## src/rtl/uart_rx_os.sv

```systemverilog
// Oversampling UART receiver driven by a 16x-baud sample tick; recovers start+DBIT(+parity)+stop frames.
// Optional parity stage is compiled in with `define UART_RX_PARITY_EN (adds parameter PARITY_ODD).
module uart_rx_os #(
  parameter int DBIT    = 8,
  parameter int SB_TICK = 16
`ifdef UART_RX_PARITY_EN
  , parameter bit PARITY_ODD = 1'b0
`endif
) (
  input  logic            clk,
  input  logic            reset_n,
  input  logic            s_tick,
  input  logic            rx,
  output logic [DBIT-1:0] dout,
  output logic            rx_done_tick,
  output logic            frame_err,
  output logic            parity_err,
  output logic            busy
);

  localparam int SW = (SB_TICK > 16) ? 5 : 4;
  localparam int NW = (DBIT > 1) ? $clog2(DBIT) : 1;

  typedef enum logic [2:0] {
    S_IDLE,
    S_START,
    S_DATA,
`ifdef UART_RX_PARITY_EN
    S_PARITY,
`endif
    S_STOP
  } state_t;

  state_t          r_state;
  logic            r_rx_meta;
  logic            r_rx_s;
  logic [SW-1:0]   r_s;
  logic [NW-1:0]   r_n;
  logic [DBIT-1:0] r_b;
  logic [DBIT-1:0] r_dout;
  logic            r_done;
  logic            r_frame_err;
  logic            r_busy;
`ifdef UART_RX_PARITY_EN
  logic            r_p;
  logic            r_par_bad;
  logic            r_parity_err;
`endif

  // NOTE: synchronizer flops reset to the idle line level (1) so reset release never looks like a start edge.
  always_ff @(posedge clk or negedge reset_n) begin
    if (!reset_n) begin
      r_rx_meta <= 1'b1;
      r_rx_s    <= 1'b1;
    end else begin
      r_rx_meta <= rx;
      r_rx_s    <= r_rx_meta;
    end
  end

  always_ff @(posedge clk or negedge reset_n) begin
    if (!reset_n) begin
      r_state     <= S_IDLE;
      r_s         <= '0;
      r_n         <= '0;
      r_b         <= '0;
      r_dout      <= '0;
      r_done      <= 1'b0;
      r_frame_err <= 1'b0;
      r_busy      <= 1'b0;
`ifdef UART_RX_PARITY_EN
      r_p          <= 1'b0;
      r_par_bad    <= 1'b0;
      r_parity_err <= 1'b0;
`endif
    end else begin
      // NOTE: default-low every cycle makes the done flag a single-clk pulse even with back-to-back ticks.
      r_done <= 1'b0;
      case (r_state)
        S_IDLE: begin
          if (!r_rx_s) begin
            r_state <= S_START;
            r_s     <= '0;
            r_busy  <= 1'b1;
          end
        end
        S_START: begin
          if (s_tick) begin
            if (r_s == SW'(7)) begin
              if (!r_rx_s) begin
                r_state <= S_DATA;
                r_s     <= '0;
                r_n     <= '0;
`ifdef UART_RX_PARITY_EN
                r_p     <= 1'b0;
`endif
              end else begin
                r_state <= S_IDLE;
                r_busy  <= 1'b0;
              end
            end else begin
              r_s <= r_s + SW'(1);
            end
          end
        end
        S_DATA: begin
          if (s_tick) begin
            if (r_s == SW'(15)) begin
              r_s <= '0;
              r_b <= {r_rx_s, r_b[DBIT-1:1]};
`ifdef UART_RX_PARITY_EN
              r_p <= r_p ^ r_rx_s;
`endif
              if (r_n == NW'(DBIT - 1)) begin
`ifdef UART_RX_PARITY_EN
                r_state <= S_PARITY;
`else
                r_state <= S_STOP;
`endif
              end else begin
                r_n <= r_n + NW'(1);
              end
            end else begin
              r_s <= r_s + SW'(1);
            end
          end
        end
`ifdef UART_RX_PARITY_EN
        S_PARITY: begin
          if (s_tick) begin
            if (r_s == SW'(15)) begin
              r_s       <= '0;
              r_par_bad <= r_p ^ r_rx_s ^ PARITY_ODD;
              r_state   <= S_STOP;
            end else begin
              r_s <= r_s + SW'(1);
            end
          end
        end
`endif
        S_STOP: begin
          if (s_tick) begin
            if (r_s == SW'(SB_TICK - 1)) begin
              r_done      <= 1'b1;
              r_dout      <= r_b;
              r_frame_err <= ~r_rx_s;
`ifdef UART_RX_PARITY_EN
              r_parity_err <= r_par_bad;
`endif
              r_state     <= S_IDLE;
              r_busy      <= 1'b0;
            end else begin
              r_s <= r_s + SW'(1);
            end
          end
        end
        default: begin
          r_state <= S_IDLE;
          r_busy  <= 1'b0;
        end
      endcase
    end
  end

  assign dout         = r_dout;
  assign rx_done_tick = r_done;
  assign frame_err    = r_frame_err;
  assign busy         = r_busy;
`ifdef UART_RX_PARITY_EN
  assign parity_err   = r_parity_err;
`else
  assign parity_err   = 1'b0;
`endif

endmodule

```

## config.mk

```make
export PLATFORM = sky130hd
export DESIGN_NAME = uart_rx_os
export DESIGN_NICKNAME = d
export VERILOG_FILES = /design/src/rtl/uart_rx_os.sv
export SDC_FILE = /design/constraint.sdc
export NUM_CORES = 1
export LEC_CHECK = 0
export BUFFER_PORTS_ARGS = -buffer_cell sky130_fd_sc_hd__clkbuf_2
export CORE_UTILIZATION = 55
export DETAILED_ROUTE_END_ITERATION = 12
export GPL_TIMING_DRIVEN = 0
export PLACE_DENSITY = 0.73
export RECOVER_POWER = 25
export SYNTH_ARGS = -nofsm -noshare
export SYNTH_HDL_FRONTEND = slang
export SYNTH_SLANG_ARGS = --single-unit
```

## constraint.sdc

```tcl
create_clock -name clk -period 2.2 [get_ports clk]
set_input_delay 0.11 -clock clk [delete_from_list [all_inputs] [get_ports clk]]
set_output_delay 0.11 -clock clk [all_outputs]
set_load 0.01 [all_outputs]
```

==> flow_metrics.env, run 1 <==
export IMPL_reg2reg_to="r_state[1]$_DFFE_PN0P_"
export IMPL_status="finished, violations left"
export IMPL_syn_cell_area_mm2=0.00145
export IMPL_start_util_pct=58.5
export IMPL_dr_pass1_iters=4
export IMPL_fin_nets=159
export IMPL_final_common_cell="dfrtp_1"
export IMPL_clock_latency_ps=320
export IMPL_path_class="flip-flop to flip-flop"
export IMPL_post_route_min_period_ps=1870
export IMPL_die_w_um=53.4
export IMPL_p_leak_uw=0.000804
export IMPL_tightestPinTransition_ps=1530
export IMPL_place_gp_congestion=0.866
export IMPL_ys_types=31
export IMPL_syn_avg_cell_area_um2=11.7
export IMPL_most_common_layout_cells="dfrtp_1, mux2_2, clkbuf_1, inv_1, nand2_1"
export IMPL_worstHoldEndpoint="r_n[1]$_DFFE_PN0P_"
export IMPL_coreArea_mm2=0.00248
export IMPL_required_ps=2400
export IMPL_routed_wl_mm=2.40
export IMPL_ys_seq_elements=30
export IMPL_setup_viol_count_final=0
export IMPL_grt_max_degree=31
export IMPL_ant_nets=0
export IMPL_crit_path_max_fanout=10
export IMPL_finalCritPeriodShare_pct=85.0
export IMPL_cts_clk_slew_worst_paths_ps=90
export IMPL_ys_async_sr_fraction_pct=100
export IMPL_cts_tree="yes"
export IMPL_post_cts_resized=0
export IMPL_tns_ps=0
export IMPL_via_per_inst=5.44
export IMPL_hold_path_depth=3
export IMPL_drtIter0Drc=10
export IMPL_hold_class="input pin to flip-flop"
export IMPL_ys_seq_area_share_pct=51.9
export IMPL_grt_pass1_wl_mm=4.06
export IMPL_syn_to_final_growth_pct=11.3
export IMPL_grt_pass1_vias=942
export IMPL_hp_start="s_tick"
export IMPL_cp_data_arrival_time_ps=2070
export IMPL_dp_hpwl_mm=1.72
export IMPL_maxSlewHeadroom_pct=-1.94
export IMPL_antenna_found_initial=0
export IMPL_hold_buffers=2
export IMPL_drc=0
export IMPL_rows=18
export IMPL_finClkSkew_ps=8.10
export IMPL_met2_usage_pct=30.4
export IMPL_portBuffers=14
export IMPL_power_density_mw_per_mm2=907
export IMPL_synth_edf_count=0
export IMPL_final_cell_area_mm2=0.00161
export IMPL_layout_drive_gt1_share_pct=21.6
export IMPL_gr_max_usage_layer="met2"
export IMPL_cp_start_kind="flip-flop"
export IMPL_cts_inserted_buffers=5
export IMPL_ir_worst_vdd_mv=0.782
export IMPL_rrSetupSlack_ps=330
export IMPL_met3_usage_pct=6.03
export IMPL_clock_fmax_mhz=534
export IMPL_worstRegToRegCells=6
export IMPL_overflow=0
export IMPL_cts_buffer_depth=2
export IMPL_violations="max-capacitance violations, max-slew violations"
export IMPL_antenna_cells=0
export IMPL_dieArea_mm2=0.00285
export IMPL_yosys_warnings=0
export IMPL_reg2reg_from="r_state[1]$_DFFE_PN0P_"
export IMPL_slew_violations=31
export IMPL_hold_viol_final=0
export IMPL_synthCells=124
export IMPL_clock_root_buffer="clkbuf_4"
export IMPL_cts_setup_buffers=0
export IMPL_worst_setup_path_end_kind="flip-flop"
export IMPL_grt_met1_usage_pct=27.1
export IMPL_grt_use_total_pct=20.6
export IMPL_rsz0062_at_grt="false"
export IMPL_wire_per_inst_um=13.5
export IMPL_maxCapViolCount=1
export IMPL_dpl_cell_area_mm2=0.00156
export IMPL_cts_sinks=30
export IMPL_fp_dieH_um=53.4
export IMPL_ios=16
export IMPL_syn_num_nets=136
export IMPL_synth_ff_type="dfrtp_1"
export IMPL_vias=968
export IMPL_cts_max_level=2
[final cells by class]
cell class                 count  area (um2)
tap                           30        37.5
timing repair buffer          16        75.1
fill                         206         863
clock inverter                 2        10.0
buffer                         5        33.8
inverter                      11        41.3
clock buffer                   6        41.3
multi-input combinational     78         622
sequential                    30         753
[metal layers]
layer	share of wire, %	up-vias
met2	47	21
li1	-	483
met3	3.5	5
met5	0	-
met4	1.5	0
met1	48	459
[registers in the layout, indices dropped and copies added, names as in the netlist]
name and cells:
r_n 3, r_s 4, r_state 2, r_rx_meta 1, busy 1, frame_err 1, rx_done_tick 1, r_b 8
dout 8, r_rx_s 1
[critical path: stages, from the launching register on]
cell and delay, ps:
dfrtp_1 400, inv_1 100, ha_1 220, buf_6 140, a222oi_1 380, nand3_1 200, mux2_4 330
[power by group]
part           switching [uW]  internal [uW]  total (uW)  leakage, uW
Sequential               45.1            612         657     0.000406
Combinational             277            227         504     0.000366
Clock                     181            122         303    0.0000320
Total                     503            961        1460     0.000804
[cell families (layout without fill, tap and decap cells)]
| logic type | after synthesis | after routing | synth area share, % |
|---|---|---|---|
| adder cells (fa/ha/maj) | 8 | 8 | 6.90 |
| AO/OA/AOI/OAI | 22 | 22 | 9.75 |
| multiplexers | 23 | 23 | 17.7 |
| other | 1 | 1 | 0.259 |
| AND/OR/NAND/NOR | 23 | 23 | 7.68 |
| flip-flops | 30 | 30 | 51.9 |
| buffers and inverters | 16 | 40 | 5.18 |
| XOR/XNOR | 1 | 1 | 0.604 |
[per-stage QoR]
step	total power, uW	hold slack [ps]	setup slack, ps	util [%]	std cells
6_report	1460	295	329	65.2	178
5_1_grt	1590	311	185	65.2	178
4_1_cts	1480	271	331	65.8	178
3_5_place_dp	1170	197	347	62.9	168
3_3_place_gp	1150	192	363	62.9	168
2_1_floorplan	1060	-186	451	-	124
[Yosys cell counts (2+ instances only)]
library cell	count	area share, %
nor2b_1	2	0.86
ha_1	8	6.9
o22ai_1	2	0.86
nand3_1	4	1.4
nand2_1	9	2.3
mux2_1	2	1.6
o21ai_0	6	2.1
mux2_2	15	12
o21bai_1	2	1.0
dfrtp_1	28	48
mux2i_1	5	3.5
nor3_1	3	1.0
a21oi_1	6	2.1
dfstp_2	2	3.6
buf_2	3	1.0
nor2_1	2	0.52
inv_1	11	2.8
[worst max path at each step]
stage / cells after the start / from / to / slack, ps
after floorplan: 6 / r_state[1]$_DFFE_PN0P_ / r_state[1]$_DFFE_PN0P_ / 450
after global placement: 6 / r_state[1]$_DFFE_PN0P_ / r_state[1]$_DFFE_PN0P_ / 360
after detailed placement: 6 / r_state[1]$_DFFE_PN0P_ / r_state[1]$_DFFE_PN0P_ / 350
after CTS: 6 / r_state[1]$_DFFE_PN0P_ / r_state[1]$_DFFE_PN0P_ / 330
after global routing: 2 / reset_n / dout[2]$_DFFE_PN0P_ / 180
final: 6 / r_state[1]$_DFFE_PN0P_ / r_state[1]$_DFFE_PN0P_ / 330
(Power assumes the default switching activity.)
==> run 2: changes to the inputs <==
- CTS_CLUSTER_SIZE: default -> 30
- RECOVER_POWER: 25 -> default
==> run 2 against run 1 <==
The flow now finishes without violations. Count of clock-buffer cells in the layout did not move. Combinational power about the same. Global-route usage stayed put. Die area is the same. Critical path depth unchanged. Utilization increased by 0.61 points. Clock skew is 1.5 ps higher. Register-to-register slack barely moved. Sequential power hardly changed. Largest cell class unchanged.
==> flow_metrics.env, run 2 (synthesis gave the netlist of run 1 again) <==
export IMPL_required_ps=2400
export IMPL_grt_max_degree=31
export IMPL_rsz0062_at_grt="false"
export IMPL_fin_ws_ps=329
export IMPL_cp_start_kind="flip-flop"
export IMPL_finalCritPeriodShare_pct=85.1
export IMPL_antenna_cells=0
export IMPL_cts_sinks=30
export IMPL_rows=18
export IMPL_worst_setup_path_end_kind="flip-flop"
export IMPL_grt_pass1_wl_mm=4.06
export IMPL_antenna_found_initial=0
export IMPL_clock_fmax_mhz=534
export IMPL_finClkSkew_ps=9.58
export IMPL_overflow=0
export IMPL_grt_pass1_vias=942
export IMPL_layout_drive_gt1_share_pct=29.7
export IMPL_dr_pass1_iters=4
export IMPL_drc=0
export IMPL_routed_wl_mm=2.38
export IMPL_via_per_inst=5.48
export IMPL_ir_worst_vdd_mv=0.792
export IMPL_portBuffers=14
export IMPL_dieArea_mm2=0.00285
export IMPL_clock_latency_ps=320
export IMPL_drtIter0Drc=10
export IMPL_clock_root_buffer="clkbuf_4"
export IMPL_fillers=199
export IMPL_cts_max_level=2
export IMPL_grt_met1_usage_pct=27.1
export IMPL_post_cts_resized=0
export IMPL_hold_class="input pin to flip-flop"
export IMPL_cts_buffer_depth=2
export IMPL_p_leak_uw=0.000844
export IMPL_path_class="flip-flop to flip-flop"
export IMPL_gr_max_usage_layer="met2"
export IMPL_status="complete, no violations"
export IMPL_tns_ps=0
export IMPL_die_w_um=53.4
export IMPL_syn_to_final_growth_pct=12.3
export IMPL_ios=16
export IMPL_maxSlewHeadroom_pct=53.2
export IMPL_start_util_pct=58.5
export IMPL_ant_nets=0
export IMPL_maxCapViolCount=0
export IMPL_dp_hpwl_mm=1.72
export IMPL_place_gp_congestion=0.866
export IMPL_cts_setup_buffers=0
export IMPL_final_common_cell="dfrtp_1"
export IMPL_fin_nets=159
export IMPL_place_ws_ps=347
export IMPL_setup_viol_count_final=0
export IMPL_post_route_min_period_ps=1870
export IMPL_tightestPinTransition_ps=702
export IMPL_coreArea_mm2=0.00248
export IMPL_cts_inserted_buffers=5
export IMPL_slew_violations=0
export IMPL_met2_usage_pct=30.4
export IMPL_met3_usage_pct=6.03
export IMPL_most_common_layout_cells="dfrtp_1, mux2_2, clkbuf_2, inv_1, nand2_1"
export IMPL_power_density_mw_per_mm2=900
export IMPL_rrSetupSlack_ps=330
export IMPL_fp_dieH_um=53.4
export IMPL_cts_tree="yes"
export IMPL_vias=975
export IMPL_cp_data_arrival_time_ps=2070
export IMPL_hold_viol_final=0
export IMPL_grt_use_total_pct=20.6
export IMPL_cts_clk_slew_worst_paths_ps=100
export IMPL_wire_per_inst_um=13.4
export IMPL_crit_path_max_fanout=10
[run 2: cell count changes in the layout (fill, tap and decap cells not counted)]
cell,before,now
clkbuf_1,13,1
clkbuf_2,2,14
[run 2: layout make-up]
cell class	instances	area [um2]	area share, %
clock buffers	6	41.3	2.53
plain buffers	5	33.8	2.07
flip-flops and latches	30	753	46.2
multi-input cells	78	622	38.2
repair buffers	16	90.1	5.53
well taps	30	37.5	2.30
clock inverters	2	10.0	0.614
inverters	11	41.3	2.53
[run 2: power by group]
| part | switching, uW | internal [uW] | leakage (uW) | total [uW] |
|---|---|---|---|---|
| logic | 277 | 230 | 0.000407 | 507 |
| registers | 45.2 | 612 | 0.000406 | 657 |
| clock network | 180 | 122 | 0.0000320 | 302 |
| total | 503 | 964 | 0.000844 | 1470 |
[run 2: final timing paths]
check,endpoint,start,cells past startpoint
max,r_state[1]$_DFFE_PN0P_,r_state[1]$_DFFE_PN0P_,6
min reg2reg,r_rx_s$_DFF_PN1_,r_rx_meta$_DFF_PN1_,0
max reg2reg,r_state[1]$_DFFE_PN0P_,r_state[1]$_DFFE_PN0P_,6
min in group asynchronous,r_s[1]$_DFFE_PN0P_,reset_n,2
max in group asynchronous,r_n[2]$_DFFE_PN0P_,reset_n,2
min,r_s[2]$_DFFE_PN0P_,s_tick,4
[run 2: repair_timing]
| action | 4_1_cts | 5_1_grt |
|---|---|---|
| setup endpoints to repair | 0 | 0 |
| endpoints found under the hold margin | 29 | 0 |
| hold buffers | 2 | 0 |
[run 2: worst max-delay path, stage by stage (launching register included)]
cell	delay, ps
dfrtp_1	400
inv_1	100
ha_1	220
buf_6	150
a222oi_1	370
nand3_1	200
mux2_4	330
[run 2: metal layers]
layer	wire length (um)	part of all wire, %	vias to the layer above
met3	88	3.7	5
met4	36	1.5	0
met5	0	0	-
li1	-	-	483
met1	1140	48	465
met2	1120	47	22
[run 2: per-stage QoR]
stage	std cells	util, %	hold WS (ps)	total power, uW	cell area (um2)
CTS	178	65.8	271	1480	1630
global placement	168	62.9	192	1150	1560
global route	178	65.8	311	1590	1630
detailed placement	168	62.9	197	1170	1560
floorplan	124	-	-186	1060	1450
finish	178	65.8	290	1470	1630
